===== src/rtl/cla_pkg.sv =====
// Shared constants and types for the pipelined carry-lookahead subtractor.
// Imported by the group cell and the pipeline top.
package cla_pkg;

    localparam int GROUP_W = 4;

    typedef struct packed {
        logic borrow;
        logic ovf;
        logic zero;
    } flags_t;

    // Signed overflow of a - b: operands of opposite sign and result sign differs from a.
    function automatic logic sub_overflow(input logic a_msb, input logic b_msb, input logic d_msb);
        return (a_msb != b_msb) && (d_msb != a_msb);
    endfunction

endpackage


===== src/rtl/cla_pipe_subtractor_if.sv =====
// Operand/result handshake bundle for cla_pipe_subtractor.
// The slave modport is the subtractor; the master modport is the producer/consumer side.
interface cla_pipe_subtractor_if #(parameter int WIDTH = 16);

    logic             in_valid;
    logic             in_ready;
    logic [WIDTH-1:0] in_a;
    logic [WIDTH-1:0] in_b;
    logic             out_valid;
    logic             out_ready;
    logic [WIDTH-1:0] out_diff;
    logic             out_borrow;
    logic             out_ovf;
    logic             out_zero;

    modport master (
        output in_valid, in_a, in_b, out_ready,
        input  in_ready, out_valid, out_diff, out_borrow, out_ovf, out_zero
    );

    modport slave (
        input  in_valid, in_a, in_b, out_ready,
        output in_ready, out_valid, out_diff, out_borrow, out_ovf, out_zero
    );

endinterface


===== src/rtl/cla_group4.sv =====
// One 4-bit carry-lookahead group: sum, carry out and group generate/propagate.
// The subtrahend arrives already inverted, so g = a & ~b and p = a ^ ~b.
module cla_group4
    import cla_pkg::*;
(
    input  logic [GROUP_W-1:0] a,
    input  logic [GROUP_W-1:0] nb,
    input  logic               cin,
    output logic [GROUP_W-1:0] sum,
    output logic               cout,
    output logic               g,
    output logic               p
);

    logic [GROUP_W-1:0] gi;
    logic [GROUP_W-1:0] pi;
    logic               c1;
    logic               c2;
    logic               c3;

    assign gi = a & nb;
    assign pi = a ^ nb;

    // Every internal carry is expanded straight from cin, with no ripple between bits.
    assign c1 = gi[0] | (pi[0] & cin);
    assign c2 = gi[1] | (pi[1] & gi[0]) | (pi[1] & pi[0] & cin);
    assign c3 = gi[2] | (pi[2] & gi[1]) | (pi[2] & pi[1] & gi[0])
              | (pi[2] & pi[1] & pi[0] & cin);

    assign g = gi[3] | (pi[3] & gi[2]) | (pi[3] & pi[2] & gi[1])
             | (pi[3] & pi[2] & pi[1] & gi[0]);
    assign p = &pi;

    assign cout = g | (p & cin);
    assign sum  = pi ^ {c3, c2, c1, cin};

endmodule


===== src/rtl/cla_pipe_subtractor.sv =====
// Pipelined A - B (A + ~B + 1), one 4-bit lookahead group per stage, with valid/ready
// handshake on both sides and borrow/overflow/zero flags registered alongside the result.
module cla_pipe_subtractor
    import cla_pkg::*;
#(
    parameter int WIDTH = 16
) (
    input logic                 clk,
    input logic                 rst,
    cla_pipe_subtractor_if.slave bus
);

    localparam int STAGES = WIDTH / GROUP_W;

    if ((WIDTH % GROUP_W) != 0 || WIDTH < 8) begin : g_bad_width
        $error("cla_pipe_subtractor: WIDTH must be a multiple of 4 and at least 8");
    end

    typedef struct packed {
        logic             valid;
        logic [WIDTH-1:0] diff;
        logic [WIDTH-1:0] a;
        logic [WIDTH-1:0] nb;
        logic             carry;
        logic             a_msb;
        logic             b_msb;
    } token_t;

    token_t stage_q [STAGES];
    token_t stage_d [STAGES];
    flags_t flags_q;
    flags_t flags_d;
    logic   adv;

    // The whole pipe moves together; a held result freezes every stage behind it.
    assign adv          = ~stage_q[STAGES-1].valid | bus.out_ready;
    assign bus.in_ready = adv & ~rst;

    for (genvar k = 0; k < STAGES; k++) begin : g_stage
        token_t             src;
        logic [WIDTH-1:0]   diff_next;
        logic [GROUP_W-1:0] grp_sum;
        logic               grp_cout;
        logic               grp_g;
        logic               grp_p;
        logic               carry_next;

        if (k == 0) begin : g_first
            always_comb begin
                src       = '0;
                src.valid = bus.in_valid;
                src.a     = bus.in_a;
                src.nb    = ~bus.in_b;
                src.carry = 1'b1;
                src.a_msb = bus.in_a[WIDTH-1];
                src.b_msb = bus.in_b[WIDTH-1];
            end
        end else begin : g_next
            assign src = stage_q[k-1];
        end

        cla_group4 u_group (
            .a    (src.a[k*GROUP_W +: GROUP_W]),
            .nb   (src.nb[k*GROUP_W +: GROUP_W]),
            .cin  (src.carry),
            .sum  (grp_sum),
            .cout (grp_cout),
            .g    (grp_g),
            .p    (grp_p)
        );

        always_comb begin
            diff_next = src.diff;
            diff_next[k*GROUP_W +: GROUP_W] = grp_sum;
        end

        // cout and G | P&cin are the same function; both views feed the next stage.
        assign carry_next = grp_cout | grp_g | (grp_p & src.carry);

        assign stage_d[k] = '{valid: src.valid, diff: diff_next, a: src.a, nb: src.nb,
                              carry: carry_next, a_msb: src.a_msb, b_msb: src.b_msb};
    end

    always_comb begin
        flags_d        = '0;
        flags_d.borrow = ~stage_d[STAGES-1].carry;
        flags_d.ovf    = sub_overflow(stage_d[STAGES-1].a_msb, stage_d[STAGES-1].b_msb,
                                      stage_d[STAGES-1].diff[WIDTH-1]);
        flags_d.zero   = (stage_d[STAGES-1].diff == '0);
    end

    always_ff @(posedge clk) begin
        if (rst) begin
            for (int k = 0; k < STAGES; k++) begin
                stage_q[k] <= '0;
            end
            flags_q <= '0;
        end else if (adv) begin
            for (int k = 0; k < STAGES; k++) begin
                stage_q[k] <= stage_d[k];
            end
            flags_q <= flags_d;
        end
    end

    assign bus.out_valid  = stage_q[STAGES-1].valid;
    assign bus.out_diff   = stage_q[STAGES-1].diff;
    assign bus.out_borrow = flags_q.borrow;
    assign bus.out_ovf    = flags_q.ovf;
    assign bus.out_zero   = flags_q.zero;

endmodule


===== src/flat_wrapper.sv =====
// flat-port wrapper written by rule: the top's interface ports become plain ports
module cla_pipe_subtractor_flat import cla_pkg::*;
#(
    parameter int WIDTH = 16
)
  (clk, rst, bus_in_valid, bus_in_a, bus_in_b, bus_out_ready, bus_in_ready, bus_out_valid, bus_out_diff, bus_out_borrow, bus_out_ovf, bus_out_zero);
  cla_pipe_subtractor_if #(.WIDTH(WIDTH)) bus_i ();
  input logic clk;
  input logic rst;
  input wire logic [$bits(bus_i.in_valid)-1:0] bus_in_valid;
  input wire logic [$bits(bus_i.in_a)-1:0] bus_in_a;
  input wire logic [$bits(bus_i.in_b)-1:0] bus_in_b;
  input wire logic [$bits(bus_i.out_ready)-1:0] bus_out_ready;
  output wire logic [$bits(bus_i.in_ready)-1:0] bus_in_ready;
  output wire logic [$bits(bus_i.out_valid)-1:0] bus_out_valid;
  output wire logic [$bits(bus_i.out_diff)-1:0] bus_out_diff;
  output wire logic [$bits(bus_i.out_borrow)-1:0] bus_out_borrow;
  output wire logic [$bits(bus_i.out_ovf)-1:0] bus_out_ovf;
  output wire logic [$bits(bus_i.out_zero)-1:0] bus_out_zero;
  assign bus_i.in_valid = bus_in_valid;
  assign bus_i.in_a = bus_in_a;
  assign bus_i.in_b = bus_in_b;
  assign bus_i.out_ready = bus_out_ready;
  assign bus_in_ready = bus_i.in_ready;
  assign bus_out_valid = bus_i.out_valid;
  assign bus_out_diff = bus_i.out_diff;
  assign bus_out_borrow = bus_i.out_borrow;
  assign bus_out_ovf = bus_i.out_ovf;
  assign bus_out_zero = bus_i.out_zero;
  cla_pipe_subtractor #(.WIDTH(WIDTH)) u_core (.clk(clk), .rst(rst), .bus(bus_i));
endmodule

===== config.mk =====
export PLATFORM = sky130hd
export DESIGN_NAME = cla_pipe_subtractor_flat
export DESIGN_NICKNAME = d
export VERILOG_FILES = /design/src/rtl/cla_pkg.sv /design/src/rtl/cla_pipe_subtractor_if.sv /design/src/rtl/cla_group4.sv /design/src/rtl/cla_pipe_subtractor.sv /design/src/flat_wrapper.sv
export SDC_FILE = /design/constraint.sdc
export NUM_CORES = 1
export LEC_CHECK = 0
export ABC_AREA = 1
export BUFFER_PORTS_ARGS = -buffer_cell sky130_fd_sc_hd__buf_2
export CAP_MARGIN = 20
export CORE_ASPECT_RATIO = 0.8
export CORE_UTILIZATION = 54
export CTS_BUF_LIST = sky130_fd_sc_hd__clkbuf_8
export CTS_CLUSTER_DIAMETER = 100
export CTS_CLUSTER_SIZE = 20
export DETAILED_ROUTE_END_ITERATION = 8
export PLACE_DENSITY_LB_ADDON = 0.2
export SLEW_MARGIN = 20
export SYNTH_ARGS = -nofsm -noshare
export SYNTH_HDL_FRONTEND = slang
export SYNTH_SLANG_ARGS = --single-unit

===== constraint.sdc =====
create_clock -name clk -period 3.5 [get_ports clk]
set_input_delay 1.05 -clock clk [delete_from_list [all_inputs] [get_ports clk]]
set_output_delay 1.05 -clock clk [all_outputs]
set_load 0.01 [all_outputs]

==> flow_summary.ini, run 1 <==
[layout]
num-fill-cells = 642
nNetsFinal = 538
final_cells = 595
syn2layout_area_growth_pct = 13.65
num_antenna_cells = 0
layout-drive-gt1-share_pct = 17.45

[place]
post-dp-hpwl_mm = 4.296
numPortBuffers = 56
routabilityCongestion = 0.7540
placed_cells = 579

[critical_path]
worstRegToRegCells = 8
critPathKind = primary input to output pin
worst-r2r-setup-slack_ps = 1880
cp_common_cell = buf_2
cp.depth = 5
cp_top_family = buffers and inverters
timing.rr.start = u_core.stage_q[3][51]$_SDFFCE_PN0P_
crit_fanout = 5
critical_path.max_stage_delay_ps = 160
cp_data_required_time_ps = 2450
r2r-end = u_core.bus.out_zero$_SDFFE_PP0P_
crit_path_end_kind = output pin
crit_end = bus_in_ready
startpoint_type = primary input
path_buf_inv = 4
path_cells = buf_2, inv_2, nand2_2, inv_1, buf_2
crit_start = rst
crit_slowest_cell = buf_2
worstPathArrival_ps = 1630

[die]
pin_count = 57
rows = 29
die_h_um = 84.00
dieArea_um2 = 8777
die_w_um = 104.5
core_um2 = 8019
start_util_pct = 56.59

[cts]
post_cts_resized = 0
h-tree-depth = 3
cts_hold_buf = 0
cts_setup_buffers = 0
cts_tree = done
clk_pin_slew_ps = 80
clockRootBuffer = clkbuf_8
clock-sinks = 101
clkLatencyLatePin_ps = 360
cts_buffers = 9
clk_path_buf_depth = 2

[global_routing]
grt_use_total_pct = 16.53
grt_pass1_wl_mm = 11.27
grt.overflow.total = 0
antenna_found_initial = 0
grt_pass1_vias = 2679
grt_max_degree = 92

[synthesis]
netlist_area_um2 = 4538
avgSynthCellArea_um2 = 10.75
ys_seq_elements = 101
yosys_warnings = 0
syn_inst = 422
ys_seq_area_share_pct = 66.17
syn-num-nets = 478
synth_cell_types = 26

[sta]
rsz0062_at_grt = no
fmax_mhz = 372.9
fin_skew_ps = 10.10
relSlewSlack_pct = 42.54
hold_viol_final = 0
tightest_slew_ps = 861.8
finalSetupTns_ps = 0
setup_viol_count_final = 0
maxSlewViolCount = 0
layout_min_cycle_time_ps = 2681
post-route-period-util_pct = 76.61

[route]
wl_met3_um = 296
dr.max_layer_used = met4
route.detailed.drc = 0
via_per_inst = 4.620
drt-initial-drc-count = 131
met1Wirelength_mm = 2.799
dr_wl_met2_mm = 3.120
wirelength_mm = 6.327
via_count = 2749
first_pass_iters = 4
post_drt_wl_per_cell_um = 10.63
postRouteAntennaNets = 0

[flow_run]
cap_violations = 0

[run_status]
outcome = completed

[power]
p_per_area_nw_per_um2 = 477.7
p_leak_nw = 2.476
peakVddDrop_v = 0.0002601

[hold_path]
hold_path_class = register to register
[state kept, by name (all words and copies together) (netlist names)]
signal,count
u_core.bus.out_borrow,1
u_core.bus.out_ovf,1
u_core.bus.out_zero,1
u_core.stage_q,98
[metal layers]
metal	vias up	GRT usage, %
met4	0	6.883
met5	-	0
li1	1437	-
met2	54	29.26
met3	9	4.762
met1	1249	18.72
[cell usage after synthesis]
cell type | instances | share of area, %
a31oi_1 | 2 | 0.28
or2_0 | 1 | 0.14
nand4_1 | 3 | 0.41
a21oi_1 | 8 | 0.88
nor2_2 | 1 | 0.14
o2111ai_1 | 1 | 0.19
xnor2_1 | 1 | 0.19
inv_2 | 1 | 0.083
buf_2 | 8 | 0.88
ha_1 | 17 | 4.7
fa_1 | 3 | 1.3
edfxtp_1 | 98 | 65
o21bai_1 | 2 | 0.33
nand2_1 | 36 | 3.0
nor3_1 | 1 | 0.11
o21ai_0 | 3 | 0.33
nand3_1 | 18 | 2.0
nand2_2 | 5 | 0.69
buf_6 | 2 | 0.50
or2_2 | 1 | 0.14
nor2_1 | 100 | 8.3
xor2_1 | 3 | 0.58
dfxtp_1 | 3 | 1.3
inv_1 | 102 | 8.4
buf_4 | 1 | 0.17
o21ai_1 | 1 | 0.11
[cell usage in the layout, fill, tap and decap left out, drive strengths merged]
master	count
inv	106
nor2	101
edfxtp	98
buf	60
nand2	41
nand3	18
ha	17
clkbuf	9
a21oi	8
o21ai	4
nand4	3
xor2	3
fa	3
dfxtp	3
o21bai	2
a31oi	2
bufinv	2
or2	2
o2111ai	1
xnor2	1
nor3	1
clkinv	1
clkinvlp	1
[metrics by stage]
step | total power [mW] | hold slack (ps) | utilization (%) | area [um^2] | setup WS [ps]
2_1_floorplan | 1.625 | 491.1 | - | 4541 | 702.9
3_3_place_gp | 1.687 | 459.8 | 61.55 | 4936 | 800.1
3_5_place_dp | 1.699 | 463.1 | 61.55 | 4936 | 793.7
4_1_cts | 2.493 | 476.7 | 64.32 | 5157 | 789.2
5_1_grt | 2.579 | 493.7 | 64.32 | 5157 | 765.4
6_report | 2.464 | 471.3 | 64.32 | 5157 | 818.6
[worst min-delay path by stage]
stage | start | to | slack (ps) | cells past startpoint
3_3_place_gp | u_core.bus.out_ovf$_SDFFE_PP0P_ | u_core.bus.out_ovf$_SDFFE_PP0P_ | 460 | 2
3_5_place_dp | u_core.bus.out_ovf$_SDFFE_PP0P_ | u_core.bus.out_ovf$_SDFFE_PP0P_ | 460 | 2
4_1_cts | u_core.bus.out_ovf$_SDFFE_PP0P_ | u_core.bus.out_ovf$_SDFFE_PP0P_ | 480 | 2
6_report | u_core.bus.out_ovf$_SDFFE_PP0P_ | u_core.bus.out_ovf$_SDFFE_PP0P_ | 470 | 2
5_1_grt | u_core.bus.out_ovf$_SDFFE_PP0P_ | u_core.bus.out_ovf$_SDFFE_PP0P_ | 490 | 2
2_1_floorplan | u_core.bus.out_borrow$_SDFFE_PP0P_ | u_core.bus.out_borrow$_SDFFE_PP0P_ | 490 | 2
[power breakdown]
part           switching [mW]  internal, mW
clock network           0.389         0.406
registers              0.0265          1.41
logic                   0.138        0.0917
[worst reg2reg max path, cell delays in order, from the launching register on]
cell and delay (ps):
edfxtp_1 360, nand2_2 70, nand2_2 60, buf_4 680, nor2_2 100, nand3_1 120
nor2_1 50, nand2_1 50, nand2_1 40
[kinds of logic (layout without fill, tap and decap cells)]
kind of cell / after synthesis / after routing / share of synthesized area, %
AOI/OAI and AO/OA: 17 / 17 / 2.123
xor gates and xnor gates: 4 / 4 / 0.7721
adders and majority gates: 20 / 20 / 6.010
buffers and inverters: 114 / 179 / 10.06
DFF: 101 / 101 / 66.17
and+or+nand+nor: 166 / 166 / 14.86
[cell type report]
| cell class | instances | area [um^2] | share of cell area, % |
|---|---|---|---|
| clock buffer | 9 | 123.9 | 2.402 |
| tap | 108 | 135.1 | 2.620 |
| inverter | 103 | 386.6 | 7.496 |
| multi-input combinational | 207 | 1089 | 21.11 |
| timing repair buffer | 60 | 322.8 | 6.259 |
| clock inverter | 7 | 97.59 | 1.892 |
| sequential | 101 | 3003 | 58.22 |
Note: power is estimated with default switching activity, not from simulation.
==> run 2: changes to the inputs <==
--- a/config.mk
+++ b/config.mk
@@ -9,7 +9,7 @@
 export BUFFER_PORTS_ARGS = -buffer_cell sky130_fd_sc_hd__buf_2
 export CAP_MARGIN = 20
 export CORE_ASPECT_RATIO = 0.8
-export CORE_UTILIZATION = 54
+export CORE_UTILIZATION = 60
 export CTS_BUF_LIST = sky130_fd_sc_hd__clkbuf_8
 export CTS_CLUSTER_DIAMETER = 100
 export CTS_CLUSTER_SIZE = 20
==> constraint.sdc (replaced) <==
create_clock -name clk -period 2.5 [get_ports clk]
set_input_delay 0.75 -clock clk [delete_from_list [all_inputs] [get_ports clk]]
set_output_delay 0.75 -clock clk [all_outputs]
set_load 0.01 [all_outputs]
==> flow_summary.ini, run 2 (same netlist as run 1, synthesis figures left out) <==
[run_status]
outcome = completed

[power]
peakVddDrop_v = 0.0004156
p_leak_nw = 2.488
p_per_area_nw_per_um2 = 664.3

[route]
wl_met3_um = 237
via_per_inst = 4.732
wirelength_mm = 6.453
post_drt_wl_per_cell_um = 11.22
route.detailed.drc = 0
first_pass_iters = 4
met1Wirelength_mm = 2.956
via_count = 2721
postRouteAntennaNets = 0
drt-initial-drc-count = 116
dr.max_layer_used = met4
dr_wl_met2_mm = 3.210

[critical_path]
cp_common_cell = buf_2
cp_data_required_time_ps = 1750
crit_fanout = 5
crit_path_end_kind = output pin
path_cells = buf_2, inv_2, nand2_4, inv_1, buf_2
r2r-end = u_core.stage_q[3][50]$_SDFFCE_PN0P_
worstPathArrival_ps = 1310
timing.rr.start = u_core.stage_q[2][17]$_SDFFCE_PN0P_
worst-r2r-setup-slack_ps = 900
critPathKind = primary input to output pin
crit_slowest_cell = buf_2
startpoint_type = primary input
critical_path.max_stage_delay_ps = 160
worstRegToRegCells = 6

[sta]
layout_min_cycle_time_ps = 2064
finalSetupTns_ps = 0
post-route-period-util_pct = 82.55
setup_viol_count_final = 0
tightest_slew_ps = 859.9
maxSlewViolCount = 0
fin_skew_ps = 9.132
hold_viol_final = 0
fin_ws_ps = 436.2
fmax_mhz = 484.5
rsz0062_at_grt = no
hold_ws_ps = 475.7
relSlewSlack_pct = 42.67

[layout]
multi_input_area_um2 = 1094
final_cell_mix = 103 x inv_1, 100 x nor2_1, 98 x edfxtp_1
largest_reg_flops = 98
layout-drive-gt1-share_pct = 17.42
num_antenna_cells = 0
seqCellArea_um2 = 3003
final_common_cell = inv_1
num-fill-cells = 515
nNetsFinal = 539
stdcell_area_um2 = 5149
syn2layout_area_growth_pct = 13.45
regMostFlops = u_core.stage_q

[place]
routabilityCongestion = 0.7907
post-dp-hpwl_mm = 4.454
place_ws_ps = 335.9
place_area_um2 = 4935
numPortBuffers = 56

[cts]
clock-sinks = 101
post_cts_resized = 0
clk_path_buf_depth = 2
clk_pin_slew_ps = 90
clockRootBuffer = clkbuf_8
cts_buffers = 9
cts_setup_buffers = 0
clkLatencyLatePin_ps = 350
h-tree-depth = 3
cts_hold_buf = 0
cts_tree = done

[die]
die_w_um = 99.24
start_util_pct = 63.97
dieArea_um2 = 7917
pin_count = 57
core_um2 = 7094
die_h_um = 79.79
rows = 27

[hold_path]
hold_path_end = u_core.bus.out_ovf$_SDFFE_PP0P_
worstHoldPathCells = 2
hp-start = u_core.bus.out_ovf$_SDFFE_PP0P_
hold_path_class = register to register

[global_routing]
antenna_found_initial = 0
grt.overflow.total = 0
grt_max_degree = 92
grt_pass1_vias = 2564
grt_use_total_pct = 18.49
grt_pass1_wl_mm = 11.07

[flow_run]
cap_violations = 0
-- run 2: worst max-delay path by stage --
stage | from | end | slack, ps | cells past startpoint
finish | rst | bus_in_ready | 440 | 5
global route | rst | bus_in_ready | 390 | 5
CTS | rst | bus_in_ready | 430 | 5
detailed placement | bus_out_ready | u_core.stage_q[2][44]$_SDFFCE_PN0P_ | 340 | 6
global placement | bus_out_ready | u_core.bus.out_zero$_SDFFE_PP0P_ | 380 | 10
floorplan | bus_out_ready | u_core.stage_q[0][0]$_SDFFCE_PN0P_ | 3 | 4
-- run 2: critical path, delay by kind of cell --
family | cells | cell delay (ps)
buffers and inverters | 4 | 490
and+or+nand+nor | 1 | 70
-- run 2: layer usage --
metal | global-route usage (%) | vias up
met3 | 6.042 | 6
met1 | 21.41 | 1211
met5 | 0 | -
met4 | 6.324 | 0
met2 | 32.57 | 56
li1 | - | 1448
-- run 2: stage by stage --
| step | power [mW] | std cells | util [%] |
|---|---|---|---|
| 2_1_floorplan | 2.275 | 422 | - |
| 3_3_place_gp | 2.364 | 559 | 69.56 |
| 3_5_place_dp | 2.382 | 559 | 69.56 |
| 4_1_cts | 3.448 | 575 | 72.58 |
| 5_1_grt | 3.578 | 575 | 72.58 |
| 6_report | 3.420 | 575 | 72.58 |
-- run 2: final cells by class --
cell class / instances / area share (%)
Tap cell: 87 / 2.114
Sequential cell: 101 / 58.32
Timing Repair Buffer: 61 / 6.659
Clock buffer: 9 / 2.406
Inverter: 103 / 7.509
Clock inverter: 7 / 1.750
Multi-Input combinational cell: 207 / 21.24
-- run 2: power breakdown --
group | leakage, nW | total [mW] | switching (mW) | internal, mW
clock network | 0.112 | 1.08 | 0.519 | 0.560
logic | 1.19 | 0.325 | 0.196 | 0.129
registers | 1.19 | 2.02 | 0.0383 | 1.98
total | 2.49 | 3.42 | 0.754 | 2.67
